--- src/rtl/ex_pkg.sv ---
// ex_pkg: shared definitions for the EX-stage sequencer.
//   op_e          op class carried on in_op
//   Alu*          ALUctr encodings driven to the EX ALU
//   Asrc*/Bsrc*   ALUASrc / ALUBSrc operand selects
//   state_e       sequencer states
//   op_to_alu_ctl decode of an op class into its ALU controls
package ex_pkg;

  typedef enum logic [3:0] {
    OpAdd  = 4'd0,
    OpSub  = 4'd1,
    OpSlt  = 4'd2,
    OpSltu = 4'd3,
    OpOr   = 4'd4,
    OpAddi = 4'd5,
    OpOri  = 4'd6,
    OpLui  = 4'd7,
    OpJal  = 4'd8,
    OpBeq  = 4'd9,
    OpMul  = 4'd10
  } op_e;

  localparam logic [3:0] AluAdd   = 4'b0000;
  localparam logic [3:0] AluSub   = 4'b1000;
  localparam logic [3:0] AluSlt   = 4'b0010;
  localparam logic [3:0] AluSltu  = 4'b0011;
  localparam logic [3:0] AluOr    = 4'b0110;
  localparam logic [3:0] AluPassB = 4'b1111;

  localparam logic       AsrcBusA = 1'b0;
  localparam logic       AsrcPc   = 1'b1;
  localparam logic [1:0] BsrcBusB = 2'b00;
  localparam logic [1:0] BsrcFour = 2'b01;
  localparam logic [1:0] BsrcImm  = 2'b10;

  typedef enum logic [1:0] {
    StIdle = 2'd0,
    StAlu  = 2'd1,
    StMul  = 2'd2,
    StHold = 2'd3
  } state_e;

  typedef struct packed {
    logic [3:0] ctr;
    logic       asrc;
    logic [1:0] bsrc;
  } alu_ctl_t;

  function automatic alu_ctl_t op_to_alu_ctl(op_e op);
    alu_ctl_t c;
    c = '{ctr: AluAdd, asrc: AsrcBusA, bsrc: BsrcBusB};
    case (op)
      OpAdd:   c = '{ctr: AluAdd,   asrc: AsrcBusA, bsrc: BsrcBusB};
      OpSub:   c = '{ctr: AluSub,   asrc: AsrcBusA, bsrc: BsrcBusB};
      OpSlt:   c = '{ctr: AluSlt,   asrc: AsrcBusA, bsrc: BsrcBusB};
      OpSltu:  c = '{ctr: AluSltu,  asrc: AsrcBusA, bsrc: BsrcBusB};
      OpOr:    c = '{ctr: AluOr,    asrc: AsrcBusA, bsrc: BsrcBusB};
      OpAddi:  c = '{ctr: AluAdd,   asrc: AsrcBusA, bsrc: BsrcImm};
      OpOri:   c = '{ctr: AluOr,    asrc: AsrcBusA, bsrc: BsrcImm};
      OpLui:   c = '{ctr: AluPassB, asrc: AsrcBusA, bsrc: BsrcImm};
      OpJal:   c = '{ctr: AluAdd,   asrc: AsrcPc,   bsrc: BsrcFour};
      OpBeq:   c = '{ctr: AluSub,   asrc: AsrcBusA, bsrc: BsrcBusB};
      default: ; // MUL does not use the ALU
    endcase
    return c;
  endfunction

endpackage

--- src/rtl/ex_mul_iter.sv ---
// ex_mul_iter: fixed-latency shift-and-add multiplier, one bit per cycle.
//   clk, rst            clock, asynchronous active-high reset (aborts the op)
//   start               load mcand_in/mplier_in, clear acc and cnt
//   mcand_in, mplier_in operands
//   busy                iterating
//   done                final iteration this cycle; product is valid now
//   product             accumulator value after this cycle's add (low XLEN bits)
module ex_mul_iter #(
  parameter int unsigned XLEN  = 32,
  parameter int unsigned ITERS = 32
) (
  input  logic            clk,
  input  logic            rst,
  input  logic            start,
  input  logic [XLEN-1:0] mcand_in,
  input  logic [XLEN-1:0] mplier_in,
  output logic            busy,
  output logic            done,
  output logic [XLEN-1:0] product
);

  localparam int unsigned CntW = (ITERS > 1) ? $clog2(ITERS) : 1;

  logic [XLEN-1:0] r_acc, r_mcand, r_mplier;
  logic [CntW-1:0] r_cnt;
  logic            r_busy;
  logic [XLEN-1:0] w_acc_next;

  assign w_acc_next = r_mplier[0] ? (r_acc + r_mcand) : r_acc;
  assign busy       = r_busy;
  assign done       = r_busy && (r_cnt == CntW'(ITERS - 1));
  // Exposed combinationally so the last add lands in the result on the done edge.
  assign product    = w_acc_next;

  always_ff @(posedge clk or posedge rst) begin
    if (rst) begin
      r_acc    <= '0;
      r_mcand  <= '0;
      r_mplier <= '0;
      r_cnt    <= '0;
      r_busy   <= 1'b0;
    end else if (start) begin
      r_acc    <= '0;
      r_mcand  <= mcand_in;
      r_mplier <= mplier_in;
      r_cnt    <= '0;
      r_busy   <= 1'b1;
    end else if (r_busy) begin
      r_acc    <= w_acc_next;
      r_mcand  <= r_mcand << 1;
      r_mplier <= r_mplier >> 1;
      r_cnt    <= r_cnt + CntW'(1);
      if (done) r_busy <= 1'b0;
    end
  end

endmodule

--- src/rtl/ex_ctrl.sv ---
// ex_ctrl: EX-stage sequencer. Holds the ID/EX register, drives the external ALU,
// resolves BEQ/JAL redirects, runs the iterative MUL and hands results to MEM.
//   clk, rst                         clock, asynchronous active-high reset
//   in_valid/in_ready, in_*          op from ID (op class, pc, operands, rd)
//   alu_ctr/asrc/bsrc, alu_pc..imm   registered controls and operands to the ALU
//   alu_out/alu_zero/alu_target      ALU results sampled in the ALU state
//   out_valid/out_ready, out_*       result handshake to MEM
//   redirect, redirect_pc            one-cycle taken-branch/jump pulse
module ex_ctrl
  import ex_pkg::*;
#(
  parameter int unsigned XLEN      = 32,
  parameter int unsigned MUL_ITERS = 32
) (
  input  logic            clk,
  input  logic            rst,
  input  logic            in_valid,
  output logic            in_ready,
  input  logic [3:0]      in_op,
  input  logic [XLEN-1:0] in_pc,
  input  logic [XLEN-1:0] in_busA,
  input  logic [XLEN-1:0] in_busB,
  input  logic [XLEN-1:0] in_imm,
  input  logic [4:0]      in_rd,
  output logic [3:0]      alu_ctr,
  output logic            alu_asrc,
  output logic [1:0]      alu_bsrc,
  output logic [XLEN-1:0] alu_pc,
  output logic [XLEN-1:0] alu_busA,
  output logic [XLEN-1:0] alu_busB,
  output logic [XLEN-1:0] alu_imm,
  input  logic [XLEN-1:0] alu_out,
  input  logic            alu_zero,
  input  logic [XLEN-1:0] alu_target,
  output logic            out_valid,
  input  logic            out_ready,
  output logic [XLEN-1:0] out_result,
  output logic [4:0]      out_rd,
  output logic            out_we,
  output logic            redirect,
  output logic [XLEN-1:0] redirect_pc
);

  state_e          r_state;
  op_e             r_op;
  alu_ctl_t        r_ctl;
  logic [XLEN-1:0] r_pc, r_busA, r_busB, r_imm;
  logic [XLEN-1:0] r_result, r_redirect_pc;
  logic [4:0]      r_rd;
  logic            r_we, r_redirect;

  op_e             w_in_op;
  alu_ctl_t        w_in_ctl;
  logic            w_in_ready, w_accept, w_mul_start;
  logic            w_mul_busy, w_mul_done;
  logic [XLEN-1:0] w_mul_product;

  assign w_in_op     = op_e'(in_op);
  assign w_in_ctl    = op_to_alu_ctl(w_in_op);
  assign w_accept    = in_valid && w_in_ready;
  assign w_mul_start = w_accept && (w_in_op == OpMul);

  always_comb begin
    w_in_ready = 1'b0;
    unique case (r_state)
      StIdle:  w_in_ready = 1'b1;
      StHold:  w_in_ready = out_ready;
      default: w_in_ready = 1'b0;
    endcase
    // Hold off ID during reset, during the redirect pulse (the op in ID is on the
    // wrong path) and while the multiplier still owns the stage.
    if (rst || r_redirect || w_mul_busy) w_in_ready = 1'b0;
  end

  ex_mul_iter #(
    .XLEN (XLEN),
    .ITERS(MUL_ITERS)
  ) u_mul (
    .clk      (clk),
    .rst      (rst),
    .start    (w_mul_start),
    .mcand_in (in_busA),
    .mplier_in(in_busB),
    .busy     (w_mul_busy),
    .done     (w_mul_done),
    .product  (w_mul_product)
  );

  always_ff @(posedge clk or posedge rst) begin
    if (rst) begin
      r_state       <= StIdle;
      r_op          <= OpAdd;
      r_ctl         <= '0;
      r_pc          <= '0;
      r_busA        <= '0;
      r_busB        <= '0;
      r_imm         <= '0;
      r_result      <= '0;
      r_redirect_pc <= '0;
      r_rd          <= '0;
      r_we          <= 1'b0;
      r_redirect    <= 1'b0;
    end else begin
      r_redirect <= 1'b0;
      unique case (r_state)
        StAlu: begin
          r_result      <= alu_out;
          r_redirect_pc <= alu_target;
          r_redirect    <= (r_op == OpJal) || ((r_op == OpBeq) && alu_zero);
          r_state       <= StHold;
        end
        StMul: begin
          if (w_mul_done) begin
            r_result <= w_mul_product;
            r_state  <= StHold;
          end
        end
        StHold: begin
          if (out_ready) r_state <= StIdle;
        end
        default: ;
      endcase
      // Accept is only possible in IDLE or in a draining HOLD, so this overrides
      // the HOLD->IDLE step when a new op arrives on the drain edge.
      if (w_accept) begin
        r_op    <= w_in_op;
        r_ctl   <= w_in_ctl;
        r_pc    <= in_pc;
        r_busA  <= in_busA;
        r_busB  <= in_busB;
        r_imm   <= in_imm;
        r_rd    <= in_rd;
        r_we    <= (w_in_op != OpBeq) && (in_rd != 5'd0);
        r_state <= (w_in_op == OpMul) ? StMul : StAlu;
      end
    end
  end

  assign in_ready    = w_in_ready;
  assign alu_ctr     = r_ctl.ctr;
  assign alu_asrc    = r_ctl.asrc;
  assign alu_bsrc    = r_ctl.bsrc;
  assign alu_pc      = r_pc;
  assign alu_busA    = r_busA;
  assign alu_busB    = r_busB;
  assign alu_imm     = r_imm;
  assign out_valid   = (r_state == StHold);
  assign out_result  = r_result;
  assign out_rd      = r_rd;
  assign out_we      = r_we;
  assign redirect    = r_redirect;
  assign redirect_pc = r_redirect_pc;

endmodule

--- config.mk ---
export PLATFORM = sky130hd
export DESIGN_NAME = ex_ctrl
export DESIGN_NICKNAME = d
export VERILOG_FILES = /design/src/rtl/ex_pkg.sv /design/src/rtl/ex_mul_iter.sv /design/src/rtl/ex_ctrl.sv
export SDC_FILE = /design/constraint.sdc
export NUM_CORES = 1
export LEC_CHECK = 0
export CORE_AREA = 2 2 161 163
export DETAILED_ROUTE_END_ITERATION = 16
export DIE_AREA = 0 0 163 165
export DONT_BUFFER_PORTS = 1
export PLACE_DENSITY = 0.73
export SYNTH_ARGS = -nofsm -noshare
export SYNTH_HDL_FRONTEND = slang
export SYNTH_SLANG_ARGS = --single-unit
--- constraint.sdc ---
create_clock -name clk -period 31.6 [get_ports clk]
set_input_delay 6.32 -clock clk [delete_from_list [all_inputs] [get_ports clk]]
set_output_delay 6.32 -clock clk [all_outputs]
set_load 0.01 [all_outputs]
# Word level (Yosys, flattened, before mapping)
# Index checks and enable logic that the tools add are counted.
# totals
ff_bits	314
latchBits	0
ram_bits	0
rom_bits	0
inputBits	206
elab_cells	80
memories	0
# op_classes
n_addsub	2
mul	0
div_mod_pow	0
magnitude_cmp	0
eq_ne	20
n_shift	0
n_mux	23
n_bitwise	0
n_reduce_logical	16
# op_table
op	count
two-way mux 32 bit	8
one-hot mux 32 bit (2 select lines)	1
one-hot mux 7 bit (8 select lines)	1
adder 32 bit	1
equality test 4 bit (second input constant)	5
equality test 4 x 3 -> 1 bit (second input constant)	4
two-way mux 5 bit	2
equality test 4 x 2 -> 1 bit (second input constant)	2
two-way mux 2 bit	4
one-hot mux 2 bit (3 select lines)	1
adder 5 x 1 -> 5 bit (second input constant)	1
equality test 5 bit (second input constant)	1
logical AND 1 bit	5
two-way mux 1 bit	5
nonzero test 5 bit	1
equality test 2 bit (second input constant)	2
equality test 4 x 1 -> 1 bit (second input constant)	1
inequality test 4 bit (second input constant)	1
nonzero test 2 bit	2
nonzero test 4 bit	1
logical OR 1 bit	3
inequality test 3 x 1 -> 1 bit (second input constant)	1
inequality test 3 x 2 -> 1 bit (second input constant)	1
AND reduction 3 bit	1
6 further kinds	6

# Logic depth before layout (Yosys ltp)
# Gate-level depths: netlist of the first run.
# depth
depth_word	6
depth_mapped	11
mapped_depth_nobuf	11

# Hierarchy
# Synthesis of the first run repeated with hierarchy kept, for this count alone.
# hier_totals
hier_cells	1296
area_unflattened_um2	15165.8
# modules_own_cells
module	instances	cells_per_inst	area_each_um2
ex_ctrl	1	557	8441.8
ex_mul_iter	1	739	6723.9

# Worst setup path after synthesis of the first run
# OpenSTA, ideal clock, no wires.
# synth_path
path_kind	input to output
from	input port rst
to	output port in_ready
arrival_time_ns	6.998
required_time_ns	25.280
setup_slack_ns	18.282
path_stages	2
n_path_buf	0
cell_sequence	or4_1 -> nor2_1
# synth_via
elab_chain_len	3
# synth_rtl
item	line	text
from (decl)	ex_ctrl.sv:16	input logic rst,
logical OR 1 bit (2 in a row)	ex_ctrl.sv:72	if (rst || r_redirect || w_mul_busy) w_in_ready = 1'b0;
two-way mux 1 bit	ex_ctrl.sv:72	
to (decl)	ex_ctrl.sv:18	output logic in_ready,
# Every way passes these cells.

# Worst setup path after layout of the first run
# Ends and elaborated chain as after synthesis.

==> run_results.csv, run 1 <==
group,metric,value,unit
power,clkPwrFrac,0.233,
sta,tightest_slew,1.12,ns
clock_network,cts_hold_buf,0,
setup_path,cp.buffers_inverters,0,
sta,setup_ws,18.16,ns
sta,final-hold-violation-count,0,
setup_path,crit_arrival,7.12,ns
clock_network,post_cts_buffers,0,
clock_network,cts_resized,0,
setup_path,path_class,"in -> out",
global_routing,grt-ovfl-total,0,
power,ir_drop,0.0000747,V
synth,synth_top_area_frac,0.545,
global_routing,grt_pass1_wl,52300,um
setup_path,cp-start-kind,"primary input",
layout,drive_above_1_share,0.209,
power,p_sw,695,uW
synth,yosys_warnings,0,
setup_path,required,25.28,ns
clock_network,root_buffer,"clkbuf_16",
synth,synth_most_common_cell,"dfrtp_1",
clock_network,insertion_delay,0.52,ns
power,p_per_area,114,nW/um2
clock_network,path_clk_slew,0.06,ns
hold_path,holdPathStages,1,
die,ios,414,
synth,ys.flop_type,"dfrtp_1",
place,dpl.cell_count,1546,
place,port-buffer-count,0,
place,place_hpwl,23900,um
layout,layout.cells.non_filler,1613,
flow_run,drv_cap,0,
synth,syn-mean-instance-area,11.2,um2
clock_network,cts_max_level,2,
place,gp_congestion,0.930,
synth,synth_top_area_cell,"dfrtp_1",
clock_network,numCtsBuffers,35,
setup_path,crit_path_max_fanout,2,
place,preCtsSetupSlack,18.15,ns
layout,nNetsFinal,1497,
synth,synth_common_cells,"313 x dfrtp_1, 235 x nand2_1, 172 x mux2_2",
drt,antenna_left,0,
die,die_width,163,um
setup_path,cp_cell_sequence,"or4_1, nor2_1",
setup_path,path_depth,2,
die,core_area,25000,um2
sta,setup_violations,0,
global_routing,antenna_found_initial,3,
synth,syn_inst,1285,
drt,viasPerCell,6.01,
synth,synth-seq-area-share,0.545,
setup_path,path_delay_family,"simple AND/OR/NAND/NOR gates",
sta,grt_setup_unrepaired,"false",
sta,post-route-period-util,0.425,
synth,synth_area_leaders,"dfrtp_1 54%, mux2_2 13%, nand2_1 6.1%, a22oi_1 3.2%, ha_1 3.2%",
synth,synthesis.nets,1529,
sta,skew,0.0259,ns
place,dpl_cell_area,14600,um2
sta,slew_headroom,0.250,
layout,fillers,1931,
global_routing,grt_max_degree,155,
global_routing,grt_pass1_vias,9657,
clock_network,clockBufferDepth,3,
setup_path,crit_slowest_cell,"or4_1",
hold_path,min_path_type,"reg -> reg",
die,start_util,0.574,
power,intPower,1100,uW
drt,dr_total_vias,9700,
power,pwr-share-comb,0.322,
global_routing,grt_usage,0.248,
power,p_total,1800,uW
die,dieArea,26900,um2
layout,final_cell_area,15800,um2
die,num_rows,58,
setup_path,cpPeakStageDelay,0.46,ns
power,swShare,0.386,
synth,synth_edf_count,0,
sta,min_period,13.44,ns
drt,wl_per_cell,21.4,um
sta,report.final.slew_viol_count,0,
power,p_leak,0.00730,uW
synth,ys_seq_elements,313,
synth,ys_async_sr_fraction,1.00,
synth,synthesis.area,14400,um2
sta,setup_tns,0,ns
setup_path,end_kind,"primary output",
drt,wirelength,34500,um
layout,area_delta_synth_final,10.1,%
clock_network,tritoncts,"built",
drt,firstDrtPassIters,6,
clock_network,cts.sinks,313,
die,die_y,165,um
drt,drc,0,
sta,fmax,74.4,MHz
synth,synthDistinctLibCells,59,
setup_path,rr_worst_depth,11,
power,seq_power_share,0.445,
run_status,status,"finished clean",
drt,drt_iter0_markers,660,
cells by family after synthesis:
kind of cell | after synthesis | share of synthesized area
xor+xnor | 29 | 0.0177
buf+inv | 92 | 0.0252
fa+ha+maj | 38 | 0.0336
simple gates | 330 | 0.0979
mux | 198 | 0.153
compound gates | 285 | 0.128
flops | 313 | 0.545
worst register-to-register path: cells and delay by family, from the launching register on:
| family | cells | cell delay [ns] |
|---|---|---|
| adders and majority gates | 1 | 0.34 |
| buffers and inverters | 3 | 1.15 |
| DFF | 1 | 0.42 |
| and+or+nand+nor | 7 | 1.64 |
per-stage QoR:
| stage | hold slack, ns | utilization |
|---|---|---|
| 2_1_floorplan | 0.404 | - |
| 3_3_place_gp | 0.427 | 0.583 |
| 3_5_place_dp | 0.433 | 0.583 |
| 4_1_cts | 0.441 | 0.632 |
| 5_1_grt | 0.455 | 0.632 |
| 6_report | 0.442 | 0.632 |
flip-flops by register name, indices dropped and copies added, names as in the netlist, 5 cells and up:
register        flops
u_mul.r_acc        32
u_mul.r_mcand      32
redirect_pc        32
alu_imm            32
u_mul.r_cnt         5
u_mul.r_mplier     32
alu_pc             32
out_rd              5
alu_busB           32
alu_busA           32
out_result         32
path summary, 6_finish.rpt:
check,start,end,slack (ns)
setup / recovery,rst,in_ready,18.16
hold / removal,r_op[1],redirect,0.44
setup reg to reg,r_state[0],u_mul.r_mplier[9],27.95
hold reg to reg,r_op[1],redirect,0.44
max in group asynchronous,rst,u_mul.r_mplier[0],23.98
min in group asynchronous,rst,alu_imm[27],5.90
cells in the final DEF (no fill, tap or decap), types with 12 or more instances in the layout:
cell	n
dfrtp_1	311
nand2_1	234
mux2_2	172
o21ai_0	76
a21oi_1	65
a22oi_1	62
ha_1	36
clkbuf_16	36
nor2_1	34
mux2i_1	26
xnor2_1	17
nand3_1	16
a21o_1	15
xor2_1	12
per-layer routing:
| layer | share of wire | wire length (um) | global-route usage |
|---|---|---|---|
| met1 | 0.40 | 13900 | 0.323 |
| met2 | 0.49 | 16800 | 0.400 |
| met3 | 0.091 | 3130 | 0.0789 |
| met4 | 0.021 | 721 | 0.0748 |
| met5 | 0.00046 | 16 | 0 |
area by class of cell:
type	instances	area (um2)	area share
clock buffer	47	1020	0.0646
multi-input combinational	880	6210	0.392
inverter	12	52.6	0.00332
sequential	313	7840	0.495
clock inverter	17	199	0.0126
timing repair buffer	11	82.6	0.00522
antenna	3	7.51	0.000475
tap	330	413	0.0261
power by group through the flow:
stage	Combinational, uW	Sequential, uW	Clock [uW]
final	580	800	419
after global routing	649	825	445
after CTS	581	802	428
after detailed placement	579	806	0
after global placement	557	801	0
after floorplan	483	749	0
No activity file was read; power rests on OpenSTA's default activity.
==> run 2: changes to the inputs <==
CORE_AREA = not set   (was 2 2 161 163)
CORE_MARGIN = 2   (was not set)
CORE_UTILIZATION = 58   (was not set)
DIE_AREA = not set   (was 0 0 163 165)
PLACE_DENSITY = 0.76   (was 0.73)
clock period = 11.5 ns   (was 31.6 ns; I/O delays follow)
==> run_results.csv, run 2 (synthesis results as in run 1) <==
group,metric,value,unit
sta,min_period,5.40,ns
clock_network,clockBufferDepth,3,
power,p_leak,0.00725,uW
die,num_rows,57,
drt,wl_per_cell,21.1,um
die,die_width,161,um
setup_path,end_kind,"primary output",
die,dieArea,26100,um2
sta,setup_violations,0,
clock_network,numCtsBuffers,34,
sta,final-hold-violation-count,0,
place,place_hpwl,23500,um
clock_network,post_cts_buffers,0,
setup_path,crit_slowest_cell,"or4_1",
power,p_total,4870,uW
layout,area_delta_synth_final,9.25,%
drt,drc,0,
setup_path,crit_path_max_fanout,2,
sta,post-route-period-util,0.470,
setup_path,cpPeakStageDelay,0.46,ns
clock_network,cts_max_level,2,
drt,dr_total_vias,9710,
drt,drt_iter0_markers,723,
clock_network,path_clk_slew,0.06,ns
layout,fillers,1822,
global_routing,grt_pass1_wl,53500,um
setup_path,cp_cell_sequence,"or4_1, nor2_1",
global_routing,grt-ovfl-total,0,
sta,grt_setup_unrepaired,"false",
clock_network,insertion_delay,0.51,ns
global_routing,antenna_found_initial,3,
die,core_area,24300,um2
place,port-buffer-count,0,
layout,nNetsFinal,1495,
sta,slew_headroom,0.237,
place,gp_congestion,0.866,
hold_path,min_path_type,"reg -> reg",
layout,multi_input_area,6210,um2
sta,report.final.slew_viol_count,0,
sta,tightest_slew,1.14,ns
setup_path,required,9.20,ns
layout,drive_above_1_share,0.202,
drt,antenna_left,0,
power,p_per_area,310,nW/um2
setup_path,cp.buffers_inverters,0,
global_routing,grt_usage,0.257,
setup_path,path_class,"in -> out",
clock_network,tritoncts,"built",
clock_network,root_buffer,"clkbuf_16",
clock_network,cts_hold_buf,0,
sta,fmax,185,MHz
drt,firstDrtPassIters,6,
global_routing,grt_max_degree,181,
clock_network,cts_resized,0,
layout,layout_common_cells,"311 x dfrtp_1, 234 x nand2_1, 172 x mux2_2",
drt,viasPerCell,6.06,
sta,holdWs,0.443,ns
sta,setup_tns,0,ns
run_status,status,"finished clean",
clock_network,cts.sinks,313,
layout,final_common_cell,"dfrtp_1",
drt,wirelength,33800,um
sta,skew,0.0131,ns
die,die_y,161,um
power,ir_drop,0.000199,V
global_routing,grt_pass1_vias,9780,
layout,ff_latch_area,7840,um2
die,ios,414,
setup_path,crit_arrival,3.10,ns
die,start_util,0.591,
flow_run,drv_cap,0,
setup_path,path_delay_family,"simple AND/OR/NAND/NOR gates",
setup_path,cp-start-kind,"primary input",
[run 2: changes by cell type in the layout (fill, tap and decap cells not counted), moves of 2 or more]
cell | before | now
clkbuf_1 | 3 | 7
clkbuf_8 | 8 | 5
clkinv_4 | 3 | 0
clkinvlp_4 | 5 | 2
buf_4 | 11 | 9
[run 2: layout make-up]
cell class	count	share of cell area
diodes	4	0.000637
well taps	324	0.0258
clock inverters	11	0.00845
multi-input cells	880	0.395
repair buffers	10	0.00558
flip-flops and latches	313	0.499
clock buffers	47	0.0618
inverters	12	0.00335
[run 2: metal layers]
layer  vias to the layer above  global-route usage  wire (um)  part of all wire
met3                        63              0.0740       2870             0.085
met2                       386               0.415      16400              0.49
met1                      4766               0.334      13700              0.40
met4                         0              0.0909        846             0.025
li1                       4495                   -          -                 -
met5                         -                   0          0                 0
[run 2: path summary, 6_finish.rpt]
kind | startpoint | endpoint | slack (ns) | depth (start not counted)
worst max-delay path | rst | in_ready | 6.10 | 2
worst min-delay path | r_op[1] | redirect | 0.44 | 1
worst max register to register | r_state[0] | u_mul.r_mplier[20] | 7.90 | 11
worst min register to register | r_op[1] | redirect | 0.44 | 1
max in group asynchronous | rst | u_mul.busy | 8.20 | 2
min in group asynchronous | rst | alu_imm[22] | 1.80 | 1
[run 2: power by group]
part / internal (uW) / leakage (uW) / switching, uW
clock: 638 / 0.000537 / 433
combinational: 713 / 0.00281 / 886
sequential: 1630 / 0.00390 / 574
[run 2: per-stage QoR]
stage / instances / cell area (um2) / setup WS (ns) / util
2_1_floorplan: 1285 / 14400 / 0.542 / -
3_3_place_gp: 1539 / 14600 / 6.11 / 0.600
3_5_place_dp: 1539 / 14600 / 6.10 / 0.600
4_1_cts: 1597 / 15700 / 6.10 / 0.645
5_1_grt: 1600 / 15700 / 6.08 / 0.646
6_report: 1601 / 15700 / 6.10 / 0.646
